<file path="src/rtl/fir_sample_source.sv">
`default_nettype none
// ============================================================================
// Module      : fir_sample_source
// Description : Buffered Q1.7 sample player with rate divider and zero flush,
//               driving the FIR datapath input over a valid/ready handshake.
// Revision    : 1.0 - initial release
// ============================================================================
module fir_sample_source #(
  parameter int DATA_W    = 8,
  parameter int DEPTH     = 16,
  parameter int ADDR_W    = 4,
  parameter int FLUSH_LEN = 8,
  parameter int DIV_W     = 8
) (
  input  logic              clk,
  input  logic              global_reset,
  input  logic              wr_en,
  input  logic [ADDR_W-1:0] wr_addr,
  input  logic [DATA_W-1:0] wr_data,
  input  logic [ADDR_W:0]   seq_len,
  input  logic [DIV_W-1:0]  rate_div,
  input  logic              start,
  input  logic              abort,
  output logic [DATA_W-1:0] xn,
  output logic              xn_valid,
  input  logic              xn_ready,
  output logic [ADDR_W:0]   sample_idx,
  output logic              busy,
  output logic              done
);

  // One spare bit so sequence-plus-flush counts never wrap
  localparam int CNT_W = ADDR_W + 2;

  typedef enum logic [1:0] {
    S_IDLE  = 2'd0,
    S_PLAY  = 2'd1,
    S_FLUSH = 2'd2,
    S_DONE  = 2'd3
  } state_t;

  state_t            r_state;
  state_t            w_next;

  logic [DATA_W-1:0] r_mem [DEPTH];
  logic [ADDR_W:0]   r_len;
  logic [DIV_W-1:0]  r_rate;
  logic [DIV_W-1:0]  r_div_cnt;
  logic [CNT_W-1:0]  r_load_cnt;
  logic [CNT_W-1:0]  w_total;
  logic              w_start;
  logic              w_active;
  logic              w_xfer;
  logic              w_slot;
  logic              w_more;
  logic              w_tick;
  logic              w_load;

  assign w_start  = start && (seq_len != '0);
  assign w_active = (r_state == S_PLAY) || (r_state == S_FLUSH);
  assign w_total  = CNT_W'(r_len) + CNT_W'(FLUSH_LEN);
  assign w_xfer   = xn_valid && xn_ready;
  assign w_slot   = !xn_valid || xn_ready;
  assign w_more   = r_load_cnt < w_total;
  assign w_tick   = r_div_cnt == r_rate;
  assign w_load   = w_active && w_slot && w_tick && w_more;

  assign busy = (r_state != S_IDLE);
  assign done = (r_state == S_DONE);

  always_ff @(posedge clk) begin
    if (global_reset) r_state <= S_IDLE;
    else              r_state <= w_next;
  end

  // r_load_cnt is one past the index currently presented on xn
  always_comb begin
    w_next = r_state;
    case (r_state)
      S_IDLE:  if (w_start) w_next = S_PLAY;
      S_PLAY:  if (w_xfer && (r_load_cnt == CNT_W'(r_len)))
                 w_next = (FLUSH_LEN == 0) ? S_DONE : S_FLUSH;
      S_FLUSH: if (w_xfer && !w_more) w_next = S_DONE;
      S_DONE:  w_next = S_IDLE;
      default: w_next = S_IDLE;
    endcase
    if (abort) w_next = S_IDLE;
  end

  // Buffer contents survive reset so a sequence can be replayed
  always_ff @(posedge clk) begin
    if (wr_en && (r_state == S_IDLE)) r_mem[wr_addr] <= wr_data;
  end

  always_ff @(posedge clk) begin
    if (global_reset || abort) begin
      xn         <= '0;
      xn_valid   <= 1'b0;
      sample_idx <= '0;
      r_div_cnt  <= '0;
      r_load_cnt <= '0;
    end else begin
      if ((r_state == S_IDLE) && w_start) begin
        r_len      <= (seq_len > (ADDR_W+1)'(DEPTH)) ? (ADDR_W+1)'(DEPTH) : seq_len;
        r_rate     <= rate_div;
        r_div_cnt  <= '0;
        r_load_cnt <= '0;
      end
      if (w_active && w_slot) begin
        if (w_load) begin
          xn         <= (r_load_cnt < CNT_W'(r_len)) ? r_mem[r_load_cnt[ADDR_W-1:0]] : '0;
          xn_valid   <= 1'b1;
          sample_idx <= r_load_cnt[ADDR_W:0];
          r_div_cnt  <= '0;
          r_load_cnt <= r_load_cnt + 1'b1;
        end else begin
          xn_valid <= 1'b0;
          if (!w_tick) r_div_cnt <= r_div_cnt + 1'b1;
          if (!w_more) xn <= '0;
        end
      end
    end
  end

endmodule
`default_nettype wire
</file>
<file path="config.mk">
export PLATFORM = sky130hd
export DESIGN_NAME = fir_sample_source
export DESIGN_NICKNAME = d
export VERILOG_FILES = /design/src/rtl/fir_sample_source.sv
export SDC_FILE = /design/constraint.sdc
export NUM_CORES = 1
export LEC_CHECK = 0
export BUFFER_PORTS_ARGS = -buffer_cell sky130_fd_sc_hd__buf_2
export CAP_MARGIN = 25
export CORE_MARGIN = 5
export CORE_UTILIZATION = 40
export DETAILED_ROUTE_END_ITERATION = 7
export GPL_ROUTABILITY_DRIVEN = 0
export HOLD_SLACK_MARGIN = 0.08
export PLACE_DENSITY = 0.6
export SLEW_MARGIN = 10
export SYNTH_ARGS = -nofsm -noshare
export SYNTH_HDL_FRONTEND = slang
export SYNTH_SLANG_ARGS = --single-unit
</file>
<file path="constraint.sdc">
create_clock -name clk -period 2.58 [get_ports clk]
set_input_delay 0.516 -clock clk [delete_from_list [all_inputs] [get_ports clk]]
set_output_delay 0.516 -clock clk [all_outputs]
set_load 0.005 [all_outputs]
</file>
# Yosys cells after proc, flatten, opt, wreduce, memory -nomap -nowiden
# Memory sizes are Yosys's and may differ from the RTL's. A register that Yosys moved wholly into a read port is not among the register bits.
# Index checks and enable logic that the tools add are counted.
[op_classes]
muxes = 18
n_eq_ne = 9
n_addsub = 3
bitwise = 1
n_lt_le_gt_ge = 3
n_reduce_logical = 22
[op_table]
columns = ["op", "count"]
rows = [
  ["8-bit 2-to-1 mux", 7],
  ["6-bit 2-to-1 mux", 3],
  ["1-bit logical AND", 9],
  ["8-bit by 1-bit adder with 8-bit output, second input constant", 1],
  ["8-bit == test", 1],
  ["2-bit case mux with 4 select lines", 1],
  ["5-bit by 4-bit adder with 6-bit output, second input constant", 1],
  ["6-bit by 1-bit adder with 6-bit output, second input constant", 1],
  ["6-bit by 5-bit == test with 1-bit output", 1],
  ["6-bit by 5-bit less-than comparator with 1-bit output", 1],
  ["6-bit less-than comparator", 1],
  ["2-bit 2-to-1 mux", 3],
  ["2-bit by 1-bit != test with 1-bit output, second input constant", 3],
  ["2-bit AND reduction", 3],
  ["5-bit greater-than comparator, second input constant", 1],
  ["5-bit nonzero test", 1],
  ["2-bit == test, second input constant", 2],
  ["4-bit 2-to-1 mux", 1],
  ["1-bit logical OR", 3],
  ["1-bit 2-to-1 mux", 3],
  ["3-bit AND reduction", 1],
  ["2-bit by 1-bit == test with 1-bit output, second input constant", 1],
  ["1-bit zero test", 2],
  ["2-bit zero test", 1],
  ["other kinds (4)", 4],
]
[word_totals]
ff_bits = 43
mem_bits_rw = 128
word_cells = 65
memories = 1
input_bits = 31
[memory_table]
columns = ["memory", "words", "width", "rd", "rd_ports_with_merged_regs", "wr", "line", "source"]
rows = [
  ["r_mem", 16, 8, 1, 1, 1, "45", "logic [DATA_W-1:0] r_mem [DEPTH];"],
]

# Longest topological paths before layout
[logic_depth]
word_depth = 8
mapped_depth = 10

# Worst setup path before layout
# OpenSTA, ideal clock, no wires.
[synth_path]
path_kind = "flip-flop to flip-flop"
from = "register r_len[3]"
to = "register sample_idx[2]"
t_arrival_ns = 2.100
setup_time_ns = 0.070
slack_ns = 0.410
required_time_ns = 2.510
stages_incl_launch_ff = 10
cell_sequence = "edfxtp_1 ha_1 inv_1 ha_1 and4b_1 o21ai_1 and4_1 clkbuf_1 nand3_1 a21oi_1"
[synth_between]
elab_chain_len = 4
[synth_lines]
columns = ["element", "line", "source"]
rows = [
  ["start, declared", "46", "logic [ADDR_W:0] r_len;"],
  ["start signal, assigned", "104", "r_len <= (seq_len > (ADDR_W+1)'(DEPTH)) ? (ADDR_W+1)'(DEPTH) : seq_len;"],
  ["5-bit by 4-bit adder with 6-bit output", "61", "assign w_total = CNT_W'(r_len) + CNT_W'(FLUSH_LEN);"],
  ["6-bit less-than comparator", "64", "assign w_more = r_load_cnt < w_total;"],
  ["1-bit logical AND", "66", "assign w_load = w_active && w_slot && w_tick && w_more;"],
  ["2-bit AND reduction (no source line)", "-", ""],
  ["end signal, assigned", "113", "sample_idx <= r_load_cnt[ADDR_W:0];"],
  ["end, declared", "27", "output logic [ADDR_W:0] sample_idx,"],
]
# Every way passes these cells.
# A chain may end at the register's enable or synchronous reset.

# Worst setup path after layout
[layout_path]
from = "register r_len[3]"
to = "register xn[6]"
[layout_between]
elab_chain_len = 5
word_cells_on_any_way = 8
classes_between = "add/sub (1); order compare (2); eq/ne (1); mux (2); reduce/logical (2)"
[layout_lines]
columns = ["element", "line", "source"]
rows = [
  ["5-bit by 4-bit adder with 6-bit output", "61", ""],
  ["6-bit less-than comparator", "64", ""],
  ["1-bit logical AND", "66", ""],
  ["2-bit by 1-bit != test with 1-bit output (no source line)", "-", ""],
  ["2-bit AND reduction (no source line)", "-", ""],
  ["end signal, assigned", "111", "xn <= (r_load_cnt < CNT_W'(r_len)) ? r_mem[r_load_cnt[ADDR_W-1:0]] : '0;"],
  ["end, declared", "24", "output logic [DATA_W-1:0] xn,"],
]
# Several ways; a longest one is shown, not always the timed one.

==> flow_summary.json <==
{
  "status": "complete, no violations",
  "synth.yosys.seq_area_share": 0.661,
  "core_area_sq_um": 18000,
  "antenna_found_initial": 0,
  "vias": 4215,
  "cpPeakStageDelay_ns": 0.46,
  "crit_chain": "ha_1 > inv_1 > ha_1 > and4b_1 > o21ai_1 > and4_1 > o2111ai_4 > o22ai_1",
  "async_flop_share": 0,
  "crit_family": "simple AND/OR/NAND/NOR gates",
  "min_period_ns": 2.36,
  "n_fill_cell": 1521,
  "synth_cell_types": 50,
  "grt_pass1_vias": 4372,
  "slew-limit-headroom": 0.578,
  "wl_mm": 15.5,
  "final_util": 0.479,
  "tightest_slew_ns": 0.630,
  "post-dp-hpwl_mm": 10.6,
  "ys_ff_latch": 171,
  "syn_inst": 471,
  "ctsResizeCount": 0,
  "hold_viol": 0,
  "clk_pin_slew_worst_paths_ns": 0.07,
  "dp_slack_ns": 0.240,
  "final.setup.worst_slack_ns": 0.224,
  "die_h_um": 145,
  "ctsHoldBuffers": 0,
  "rows": 49,
  "crit_buf_inv": 1,
  "initial_core_util": 0.407,
  "p_leak_nw": 2.90,
  "drt-initial-drc-count": 298,
  "cp-startpoint": "r_len[3]$_SDFFCE_PN0P_",
  "drv_cap": 0,
  "cts_tree": "yes",
  "powerDensity_nw_per_um2": 689,
  "startpoint_type": "register",
  "final_cell_mix": "edfxtp_1, buf_2, mux4_2",
  "cp_common_cell": "ha_1",
  "rsz0062_at_grt": "false",
  "irDropWorstVdd_mv": 0.488,
  "fin_crit_sh": 0.913,
  "drc_errors": 0,
  "endpoint_kind": "register",
  "grt_use_total": 0.150,
  "post_cts_buffers": 0,
  "cts_root_buf": "clkbuf_16",
  "clock_latency_ns": 0.42,
  "synthFlopType": "edfxtp_1",
  "chipWidth_um": 145,
  "io_pins": 47,
  "dieArea_sq_um": 21100,
  "synth_nets": 518,
  "syn_area_sq_um": 7320,
  "firstDrtPassIters": 5,
  "r2r-start": "r_len[3]$_SDFFCE_PN0P_",
  "hold_path_class": "input pin to register",
  "syn_avg_cell_area_sq_um": 15.5,
  "crit_type": "register to register",
  "diodes": 0,
  "wl_per_cell_um": 19.7,
  "grt_max_degree": 33,
  "grt.overflow.total": 0,
  "max_freq_ghz": 0.425,
  "clkSinkCount": 171,
  "final_nets": 592,
  "skew_ns": 0.0122,
  "hp-start": "rate_div[1]",
  "post_dp_cell_area_sq_um": 7950,
  "routed_via_density": 5.36,
  "crit_required_ns": 2.92,
  "postRouteAntennaNets": 0,
  "crit_arrival_ns": 2.70,
  "cp_slowest_cell": "and4_1",
  "drive_gt1_frac": 0.289,
  "design_area_sq_um": 8600,
  "yosysWarningCount": 0,
  "finalSetupTns_ns": 0,
  "final_max_slew_viol_count": 0,
  "port_buffers": 46,
  "grt_pass1_wl_mm": 24.6,
  "cts_made_buffers": 17,
  "cts_buffer_depth": 2,
  "htree_levels": 4,
  "power_mw": 5.93,
  "setup_viol": 0,
  "final_common_cell": "edfxtp_1",
  "crit_fanout": 8,
  "synth_edf_count": 141,
  "syn_to_final_growth_pct": 17.5
}
## cell type report
cell class / count / area, sq um / area share
sequential: 171 / 4840 / 0.562
timing repair buffer: 78 / 487 / 0.0566
tap: 229 / 287 / 0.0333
clock inverter: 15 / 223 / 0.0259
clock buffer: 17 / 425 / 0.0495
multi-input combinational: 258 / 2270 / 0.264
inverter: 19 / 71.3 / 0.00829
## cells in the mapped netlist, types with 10 or more instances
master / instances / area [sq um]
o211ai_1: 13 / 97.6
nor2b_1: 10 / 62.6
edfxtp_1: 141 / 4230
a21oi_1: 23 / 115
nand2_1: 20 / 75.1
ha_1: 16 / 200
mux4_2: 32 / 721
nor2_1: 25 / 93.8
inv_1: 19 / 71.3
o21ai_1: 11 / 55.1
nand3_1: 15 / 75.1
dfxtp_1: 30 / 601
## stage by stage
stage | hold slack [ns] | std cells
after floorplan | 0.467 | 471
final | 0.265 | 787
after global placement | 0.465 | 754
after detailed placement | 0.474 | 755
after CTS | 0.247 | 787
after global routing | 0.245 | 787
## path summary, 6_finish.rpt
path,end,slack (ns),depth (start not counted)
worst max-delay path,xn[6]$_SDFFE_PP0P_,0.22,8
worst min-delay path,r_rate[1]$_DFFE_PP_,0.26,1
worst max register to register,xn[6]$_SDFFE_PP0P_,0.22,8
worst min register to register,xn[0]$_SDFFE_PP0P_,0.48,2
## sequential cells by signal, summed over array words and instances, names as in the netlist
signal / flops
r_rate: 8
r_div_cnt: 8
r_load_cnt: 6
r_state: 2
xn_valid: 1
xn: 8
sample_idx: 5
r_len: 5
r_mem: 128
## logic make-up after synthesis
kind of cell               after synthesis  share of synthesized area
DFF                                    171                      0.661
and+or+nand+nor                        108                     0.0780
AOI/OAI and AO/OA                       77                     0.0723
muxes                                   49                      0.123
buffers and inverters                   42                     0.0289
adders and majority gates               16                     0.0274
xor gates and xnor gates                 8                    0.00958
## per-layer routing
layer	vias to the layer above	track usage	wire, um	share of wire
met5	-	0	0	0
met4	0	0.0434	140	0.0090
met3	11	0.0337	596	0.038
met2	88	0.244	7810	0.50
met1	2134	0.204	6960	0.45
li1	1982	-	-	-
## power by group
group | internal, mW | total, mW | switching [mW]
Combinational | 0.0698 | 0.212 | 0.143
Clock | 1.50 | 2.69 | 1.19
Sequential | 3.02 | 3.03 | 0.0102
Note: power is estimated with default switching activity, not from simulation.
